[src/rtl/posit_64_4_pkg.sv]
// rtl/posit_64_4_pkg.sv - posit<64,4> encoder constants and pipeline types
package posit_64_4_pkg;

  localparam int N    = 64;
  localparam int ES   = 4;
  localparam int RS   = 7;
  localparam int FS   = N - 3 - ES;
  localparam int WIDE = 128;

  localparam logic [N-1:0] MAXPOS = 64'h7FFF_FFFF_FFFF_FFFF;
  localparam logic [N-1:0] MINPOS = 64'h0000_0000_0000_0001;
  localparam logic [N-1:0] NAR    = 64'h8000_0000_0000_0000;

  localparam logic signed [RS-1:0] K_SAT_HI = 7'sd62;
  localparam logic signed [RS-1:0] K_SAT_LO = -7'sd63;

  typedef struct packed {
    logic          sign;
    logic [RS-1:0] regi;
    logic [ES-1:0] expo;
    logic [FS-1:0] frac;
    logic          zero;
    logic          nar;
  } posit_fields_t;

  typedef struct packed {
    logic          sign;
    logic          zero;
    logic          nar;
    logic          sat_hi;
    logic          sat_lo;
    logic [N-2:0]  body;
    logic          g;
    logic          s;
  } s1_t;

  typedef struct packed {
    logic          sign;
    logic          zero;
    logic          nar;
    logic [N-2:0]  body;
  } s2_t;

endpackage

[src/rtl/posit_round_rne.sv]
// rtl/posit_round_rne.sv - round-to-nearest-even increment of a 63-bit posit body
module posit_round_rne
  import posit_64_4_pkg::*;
#(
  parameter bit ROUND_EN = 1'b1
) (
  input  logic [N-2:0] body_i,
  input  logic         g_i,
  input  logic         s_i,
  output logic [N-2:0] body_o,
  output logic         ovf_o
);

  logic         round_up;
  logic [N-1:0] sum;

  assign round_up = ROUND_EN & g_i & (s_i | body_i[0]);
  assign sum      = {1'b0, body_i} + {{(N-1){1'b0}}, round_up};
  assign body_o   = sum[N-2:0];
  assign ovf_o    = sum[N-1];

endmodule

[src/rtl/posit_64_4_encoder.sv]
// rtl/posit_64_4_encoder.sv - pipelined posit<64,4> field-to-word encoder
// POSIT_ENC_ROUND_EN selects RNE rounding; otherwise the body is truncated.
module posit_64_4_encoder
  import posit_64_4_pkg::*;
(
  input  logic          clk,
  input  logic          rst_n,
  input  logic          in_valid,
  output logic          in_ready,
  input  logic          in_sign,
  input  logic [RS-1:0] in_regi,
  input  logic [ES-1:0] in_expo,
  input  logic [FS-1:0] in_frac,
  input  logic          in_zero,
  input  logic          in_nar,
  output logic          out_valid,
  input  logic          out_ready,
  output logic [N-1:0]  out_posit
);

`ifdef POSIT_ENC_ROUND_EN
  localparam bit ROUND_EN = 1'b1;
`else
  localparam bit ROUND_EN = 1'b0;
`endif

  logic          advance;
  posit_fields_t in_fields;
  posit_fields_t f_q;
  logic          v0_q, v1_q, v2_q, out_valid_q;
  s1_t           s1_d, s1_q;
  s2_t           s2_d, s2_q;
  logic [N-1:0]  out_posit_d, out_posit_q;

  logic            run_bit;
  logic [RS-1:0]   run_len;
  logic [WIDE-1:0] seed, fill, wide;
  logic [N-2:0]    rnd_body;
  logic            rnd_ovf;
  logic [N-1:0]    body64;

  assign advance   = ~out_valid_q | out_ready;
  assign in_ready  = advance;
  assign out_valid = out_valid_q;
  assign out_posit = out_posit_q;
  assign in_fields = '{sign: in_sign, regi: in_regi, expo: in_expo,
                       frac: in_frac, zero: in_zero, nar: in_nar};

  // Regime is a run of run_bit; shifting the terminator+expo+frac right by the run length
  // and back-filling with run_bit yields the left-aligned body, guard and sticky tail.
  always_comb begin
    run_bit     = ~f_q.regi[RS-1];
    run_len     = run_bit ? (f_q.regi + RS'(1)) : (~f_q.regi + RS'(1));
    seed        = {~run_bit, f_q.expo, f_q.frac, {(WIDE-ES-FS-1){1'b0}}};
    fill        = run_bit ? ~({WIDE{1'b1}} >> run_len) : '0;
    wide        = (seed >> run_len) | fill;
    s1_d.sign   = f_q.sign;
    s1_d.zero   = f_q.zero;
    s1_d.nar    = f_q.nar;
    s1_d.sat_hi = $signed(f_q.regi) >= K_SAT_HI;
    s1_d.sat_lo = $signed(f_q.regi) <= K_SAT_LO;
    s1_d.body   = wide[WIDE-1 -: N-1];
    s1_d.g      = wide[WIDE-N];
    s1_d.s      = |wide[WIDE-N-1:0];
  end

  posit_round_rne #(.ROUND_EN(ROUND_EN)) u_round (
    .body_i (s1_q.body),
    .g_i    (s1_q.g),
    .s_i    (s1_q.s),
    .body_o (rnd_body),
    .ovf_o  (rnd_ovf)
  );

  always_comb begin
    s2_d.sign = s1_q.sign;
    s2_d.zero = s1_q.zero;
    s2_d.nar  = s1_q.nar;
    if (s1_q.sat_hi || rnd_ovf) begin
      s2_d.body = MAXPOS[N-2:0];
    end else if (s1_q.sat_lo || (rnd_body == '0)) begin
      s2_d.body = MINPOS[N-2:0];
    end else begin
      s2_d.body = rnd_body;
    end
  end

  always_comb begin
    body64 = {1'b0, s2_q.body};
    if (s2_q.nar) begin
      out_posit_d = NAR;
    end else if (s2_q.zero) begin
      out_posit_d = '0;
    end else if (s2_q.sign) begin
      out_posit_d = -body64;
    end else begin
      out_posit_d = body64;
    end
  end

  always_ff @(posedge clk) begin
    if (!rst_n) begin
      f_q         <= '0;
      s1_q        <= '0;
      s2_q        <= '0;
      v0_q        <= 1'b0;
      v1_q        <= 1'b0;
      v2_q        <= 1'b0;
      out_valid_q <= 1'b0;
      out_posit_q <= '0;
    end else if (advance) begin
      f_q         <= in_fields;
      v0_q        <= in_valid;
      s1_q        <= s1_d;
      v1_q        <= v0_q;
      s2_q        <= s2_d;
      v2_q        <= v1_q;
      out_valid_q <= v2_q;
      out_posit_q <= out_posit_d;
    end
  end

endmodule

[config.mk]
export PLATFORM = sky130hd
export DESIGN_NAME = posit_64_4_encoder
export DESIGN_NICKNAME = d
export VERILOG_FILES = /design/src/rtl/posit_64_4_pkg.sv /design/src/rtl/posit_round_rne.sv /design/src/rtl/posit_64_4_encoder.sv
export SDC_FILE = /design/constraint.sdc
export NUM_CORES = 1
export LEC_CHECK = 0
export BUFFER_PORTS_ARGS = -buffer_cell sky130_fd_sc_hd__buf_2
export CAP_MARGIN = 10
export CORE_MARGIN = 5
export CORE_UTILIZATION = 55
export DETAILED_ROUTE_END_ITERATION = 8
export GPL_TIMING_DRIVEN = 0
export PLACE_DENSITY = 0.79
export REMOVE_ABC_BUFFERS = 1
export SYNTH_ARGS = -nofsm -noshare
export SYNTH_HDL_FRONTEND = slang
export SYNTH_SLANG_ARGS = --single-unit
export TNS_END_PERCENT = 5
[constraint.sdc]
create_clock -name clk -period 5.3 [get_ports clk]
set_clock_uncertainty 0.05 [all_clocks]
set_input_delay 1.325 -clock clk [delete_from_list [all_inputs] [get_ports clk]]
set_output_delay 1.325 -clock clk [all_outputs]
set_load 0.02 [all_outputs]
==> impl_metrics.yaml, run 1 <==
sta:
  setup_violations: 0
  finalCritPeriodShare: 0.953
  setup_ws_ps: 251
  finalHoldViolations: 0
  rsz0062_at_grt: "false"
  fmax_ghz: 0.198
  period_needed_ps: 5050
  slew_headroom: 0.268
  worst_pin_slew_ps: 1090
  drv_slew: 0
clocking:
  htreeDepth: 1
  cts_tree: "built"
  cts_buffers: 29
  cts_root_buf: "clkbuf_16"
  clock_sinks: 273
  clock_latency_ps: 560
  postCtsHoldBufs: 0
  clk_pin_slew_ps: 60
  clock_path_buffers: 3
routing:
  wl_per_cell_um: 20.1
  drt.antenna.violating_nets: 0
  vias: 15500
  viasPerCell: 6.30
  dr.first_iter.drc_count: 1543
  drc_errors: 0
  wl_um: 49500
  first_pass_iters: 6
cells_and_area:
  nets: 2140
  drive_gt1_frac: 0.167
  n_fill_cell: 2701
  fin_area_um2: 18500
  antenna_cells: 0
  area_growth_pct: 12.0
  fin_util: 0.625
logic_synthesis:
  yosysUniqueCellTypes: 81
  ys_seq_area_frac: 0.331
  synth-edff-count: 0
  synth.largest_area_cell: "dfxtp_1"
  synthCells: 2037
  yosysWarnings: 0
  yosys_register_bits: 273
  synth.top_cell.area_share: 0.331
  netlist_area_um2: 16500
  ys_top_cells_by_area: "dfxtp_1, mux4_2, nand2_1, o21ai_0, a21oi_1"
  async_reset_ff_frac: 0
  syn_area_per_cell_um2: 8.11
  ys.flop_type: "dfxtp_1"
global_route:
  overflow: 0
  grt_pass1_wl_um: 78800
  grt.total_usage: 0.284
  antenna_found_initial: 0
  grt_max_degree: 189
  grt_pass1_vias: 14300
floorplan:
  die_w_um: 183
  dieArea_um2: 33600
  die_h_um: 183
  row_count: 63
  start_util: 0.558
  io_pins: 141
  coreArea_um2: 29600
setup_path:
  reg2reg_setup_slack_ps: 250
  worst_setup_path_end_kind: "flip-flop"
  path_class: "reg2reg"
  arrival_ps: 5480
  setup.worst_path.start_class: "flip-flop"
  cp_max_fo: 68
  cp.required_ps: 5730
pwr:
  p_per_area_nw_per_um2: 353
  peakVddDrop_mv: 0.300
  p_leak_uw: 0.00717
min_path:
  hold_class: "reg2reg"
run:
  cap_violations: 0
placed_design:
  dpl.hpwl_um: 35100
  postPlaceCellArea_um2: 17500
  portBuffers: 140
  gp_congestion: 0.933
  place_ws_ps: -372
run_status:
  status: "completed"
power by group:
group | internal (uW) | leakage (uW) | switching, uW
Sequential | 2250 | 0.00225 | 212
Combinational | 846 | 0.00446 | 1260
Clock | 1140 | 0.000452 | 827
path summary, 6_finish.rpt:
path / start / depth (start not counted) / endpoint
worst max register to register: f_q[69] / 12 / s1_q[16]
worst max-delay path: f_q[69] / 12 / s1_q[16]
worst min-delay path: out_posit[54] / 2 / out_posit[54]
worst min register to register: out_posit[54] / 2 / out_posit[54]
worst max-delay path, cell delays in order, from the launching register on:
cell	delay, ps
dfxtp_2	670
ha_4	560
inv_1	380
buf_12	270
ha_1	360
xnor3_4	510
buf_16	340
nand2_1	90
a2111oi_0	530
a211oi_2	190
o21ai_0	500
a211oi_1	260
a21oi_1	180
cell usage in the layout, fill, tap and decap left out, types with 9 or more instances in the layout:
cell,n
mux2_2,19
o21ai_1,9
a21o_1,9
or3_1,16
a21oi_1,159
o31ai_1,18
nand2_1,346
buf_2,139
nor2_1,136
a21boi_0,81
xor2_1,47
nor2b_1,22
nor4_1,23
mux4_2,68
xnor2_1,16
o211ai_1,16
a211oi_1,16
and2_1,11
a31oi_1,24
mux2i_1,69
a22oi_1,21
inv_1,37
clkbuf_16,29
buf_12,11
nand2b_1,12
nor3_1,22
o21ai_0,226
dfxtp_1,271
nand3_1,21
through the flow:
| stage | power [uW] | TNS [ps] | cells | hold WS (ps) |
|---|---|---|---|---|
| final | 6540 | 0 | 2466 | 394 |
| after global routing | 6840 | 0 | 2466 | 413 |
| after CTS | 6510 | 0 | 2463 | 397 |
| after detailed placement | 4530 | -769 | 2412 | 387 |
| after global placement | 4480 | -3537850 | 2389 | 379 |
| after floorplan | 3870 | -1584580 | 1859 | 390 |
synthesized netlist by cell type, types with 4 or more instances:
library cell,instances
a2111oi_0,6
a211oi_1,17
a21boi_0,81
a21o_1,9
a21oi_1,160
a221oi_1,8
a22oi_1,21
a311oi_1,4
a31oi_1,24
and2_1,11
and3_1,5
buf_1,10
buf_2,49
buf_4,5
clkbuf_1,114
dfxtp_1,273
ha_1,8
inv_1,38
mux2_2,19
mux2i_1,69
mux4_2,68
nand2_1,347
nand2b_1,13
nand3_1,21
nand4_1,6
nor2_1,137
nor2b_1,23
nor3_1,24
nor4_1,23
o211a_1,4
o211ai_1,16
o21ai_0,227
o21ai_1,8
o221a_2,6
o22ai_1,7
o31ai_1,18
o41ai_1,6
or3_1,16
or4_1,7
xnor2_1,16
xor2_1,47
registers in the layout (all words and copies together) (netlist names):
| name | count |
|---|---|
| s2_q | 3 |
| v0_q | 1 |
| out_valid | 1 |
| out_posit | 64 |
| f_q | 71 |
| v1_q | 1 |
| v2_q | 1 |
| s1_q | 68 |
| body64 | 63 |
final cells by class:
cell class | instances | area (um2) | area share
sequential | 273 | 5470 | 0.295
clock inverter | 9 | 82.6 | 0.00446
tap | 390 | 488 | 0.0263
clock buffer | 41 | 841 | 0.0454
timing repair buffer | 167 | 1240 | 0.0668
multi-input combinational | 1547 | 10200 | 0.553
inverter | 39 | 154 | 0.00831
logic make-up after synthesis:
kind of cell / Yosys count / share of synthesized area
muxes: 156 / 0.147
DFF: 273 / 0.331
AOI/OAI and AO/OA: 654 / 0.244
buffers and inverters: 217 / 0.0541
and+or+nand+nor: 664 / 0.181
adders and majority gates: 8 / 0.00606
xor gates and xnor gates: 65 / 0.0363
layer usage:
| metal | GRT usage | part of all wire | routed length (um) |
|---|---|---|---|
| met5 | 0 | 0 | 0 |
| met3 | 0.0361 | 0.081 | 4020 |
| met1 | 0.400 | 0.43 | 21100 |
| met4 | 0.0775 | 0.030 | 1490 |
| met2 | 0.464 | 0.46 | 22900 |
repair_timing:
item	in CTS	in global routing
setup endpoints to repair	6	9
resized for setup	2	3
pin swaps	1	2
setup buffers	1	3
Note: power is estimated with default switching activity, not from simulation.
==> run 2, diff against run 1 <==
Settings changed: SKIP_CTS_REPAIR_TIMING from default to 1, SYNTH_HIERARCHICAL from default to 1.
==> run 2 against run 1 <==
Effect of this change: register-to-register slack worse by 120 ps; worst setup slack lost 120 ps; largest cell class unchanged; via count shrank 7.8%; first-iteration DRC count down 26%; clock-buffer cell count up 4; design area shrank 2.8%; synthesized area rose by 0.28%; highest routed layer unchanged; hold slack improved by 18 ps; critical path type unchanged; sequential power hardly changed.
==> impl_metrics.yaml, run 2 <==
setup_path:
  cp_max_fo: 56
  path_class: "reg2reg"
  ff2ff_path_depth: 12
  crit_path_frequent_cell: "ha_4"
  arrival_ps: 5570
  worst_setup_path_end_kind: "flip-flop"
  regToRegEndpoint: "s1_q[2]"
  slowest_stage: "ha_4"
  worstPathCellList: "buf_12 -> ha_4 -> buf_16 -> clkinvlp_4 -> ha_4 -> mux4_2 -> mux2_2 -> mux2i_1 -> o21ai_0 -> a222oi_1 -> nor2_1 -> o221a_2"
  r2r_start: "f_q[69]"
  slowest_delay_ps: 590
  setup.worst_path.start_class: "flip-flop"
  cp.required_ps: 5710
  reg2reg_setup_slack_ps: 130
run:
  cap_violations: 0
min_path:
  hold_class: "reg2reg"
  worstHoldPathCells: 2
  worstHoldEndpoint: "v0_q"
  hp-start: "v0_q"
sta:
  rsz0062_at_grt: "true"
  period_needed_ps: 5170
  drv_slew: 0
  setup_ws_ps: 134
  finalHoldViolations: 0
  worst_pin_slew_ps: 1100
  fmax_ghz: 0.194
  setup_violations: 0
  finalCritPeriodShare: 0.975
  slew_headroom: 0.266
global_route:
  overflow: 0
  grt.total_usage: 0.267
  grt_max_degree: 193
  antenna_found_initial: 0
  grt_pass1_wl_um: 73900
  grt_pass1_vias: 13500
routing:
  wl_um: 47600
  wl_per_cell_um: 20.5
  vias: 14300
  viasPerCell: 6.17
  drt.antenna.violating_nets: 0
  first_pass_iters: 6
  dr.first_iter.drc_count: 1139
  drc_errors: 0
pwr:
  peakVddDrop_mv: 0.258
  power.total_uw: 6320
  p_leak_uw: 0.00729
  p_per_area_nw_per_um2: 351
clocking:
  htreeDepth: 1
  clock_latency_ps: 580
  clock_path_buffers: 3
  cts_buffers: 29
  cts_root_buf: "clkbuf_16"
  clock_sinks: 273
  clk_pin_slew_ps: 60
  cts_tree: "built"
logic_synthesis:
  syn_area_per_cell_um2: 8.47
  netlist_area_um2: 16600
  yosysWarnings: 6
  synthCells: 1957
cells_and_area:
  mostFrequentLayoutCells: "nand2_1, dfxtp_1, o21ai_0"
  area_growth_pct: 8.62
  layout_commonest_cell: "nand2_1"
  stdcell_count: 2322
  fin_util: 0.606
  nets: 1995
  antenna_cells: 0
  drive_gt1_frac: 0.169
  top_register: "f_q"
  largest_register_ffs: 71
floorplan:
  coreArea_um2: 29700
  io_pins: 141
  dieArea_um2: 33700
  die_h_um: 184
  die_w_um: 184
  start_util: 0.558
  row_count: 63
placed_design:
  dpl.hpwl_um: 33200
  gp_congestion: 0.948
  dp_cells: 2268
  place_ws_ps: -388
  portBuffers: 140
run_status:
  status: "completed"
-- run 2: per-layer routing --
layer / vias up / track usage / routed length, um
met3: 91 / 0.0408 / 2660
met2: 454 / 0.428 / 21900
met1: 6866 / 0.367 / 21100
met4: 0 / 0.0998 / 1950
met5: - / 0 / 0
li1: 6915 / - / -
-- run 2: area by class of cell --
class	instances	area (um2)
clock buffer	45	836
clock inverter	6	72.6
fill	2639	11700
inverter	10	46.3
multi-input combinational	1435	9970
sequential	273	5470
tap	390	488
timing repair buffer	163	1130
-- run 2: worst max path at each step --
stage                     startpoint            end  slack, ps  cells past startpoint
after floorplan            out_ready       in_ready      -9040                      2
after global placement     out_ready  out_posit[50]     -16150                      5
after detailed placement     f_q[69]        s1_q[3]       -390                     12
after CTS                    f_q[69]        s1_q[3]       -440                     12
after global routing         f_q[69]        s1_q[6]        -30                     14
final                        f_q[69]        s1_q[2]        130                     12
-- run 2: metrics by stage --
stage | setup TNS, ps | instance area (um2) | hold WS (ps)
2_1_floorplan | -2196980 | 15300 | 391
3_3_place_gp | -4100180 | 16500 | 404
3_5_place_dp | -1690 | 17000 | 407
4_1_cts | -2380 | 17900 | 414
5_1_grt | -46.9 | 18000 | 437
6_report | 0 | 18000 | 411
-- run 2: where the power goes --
| group | internal [uW] | leakage (uW) | switching, uW |
|---|---|---|---|
| Sequential | 2260 | 0.00227 | 202 |
| Clock | 1130 | 0.000442 | 833 |
| Combinational | 764 | 0.00458 | 1130 |
-- run 2: critical path: cells and delay by family, from the launching register on --
family / cells / cell delay [ps]
multiplexers: 3 / 1360
buffers and inverters: 3 / 1020
AO/OA/AOI/OAI: 3 / 1000
adder cells (fa/ha/maj): 2 / 910
flip-flops: 1 / 450
AND/OR/NAND/NOR: 1 / 130
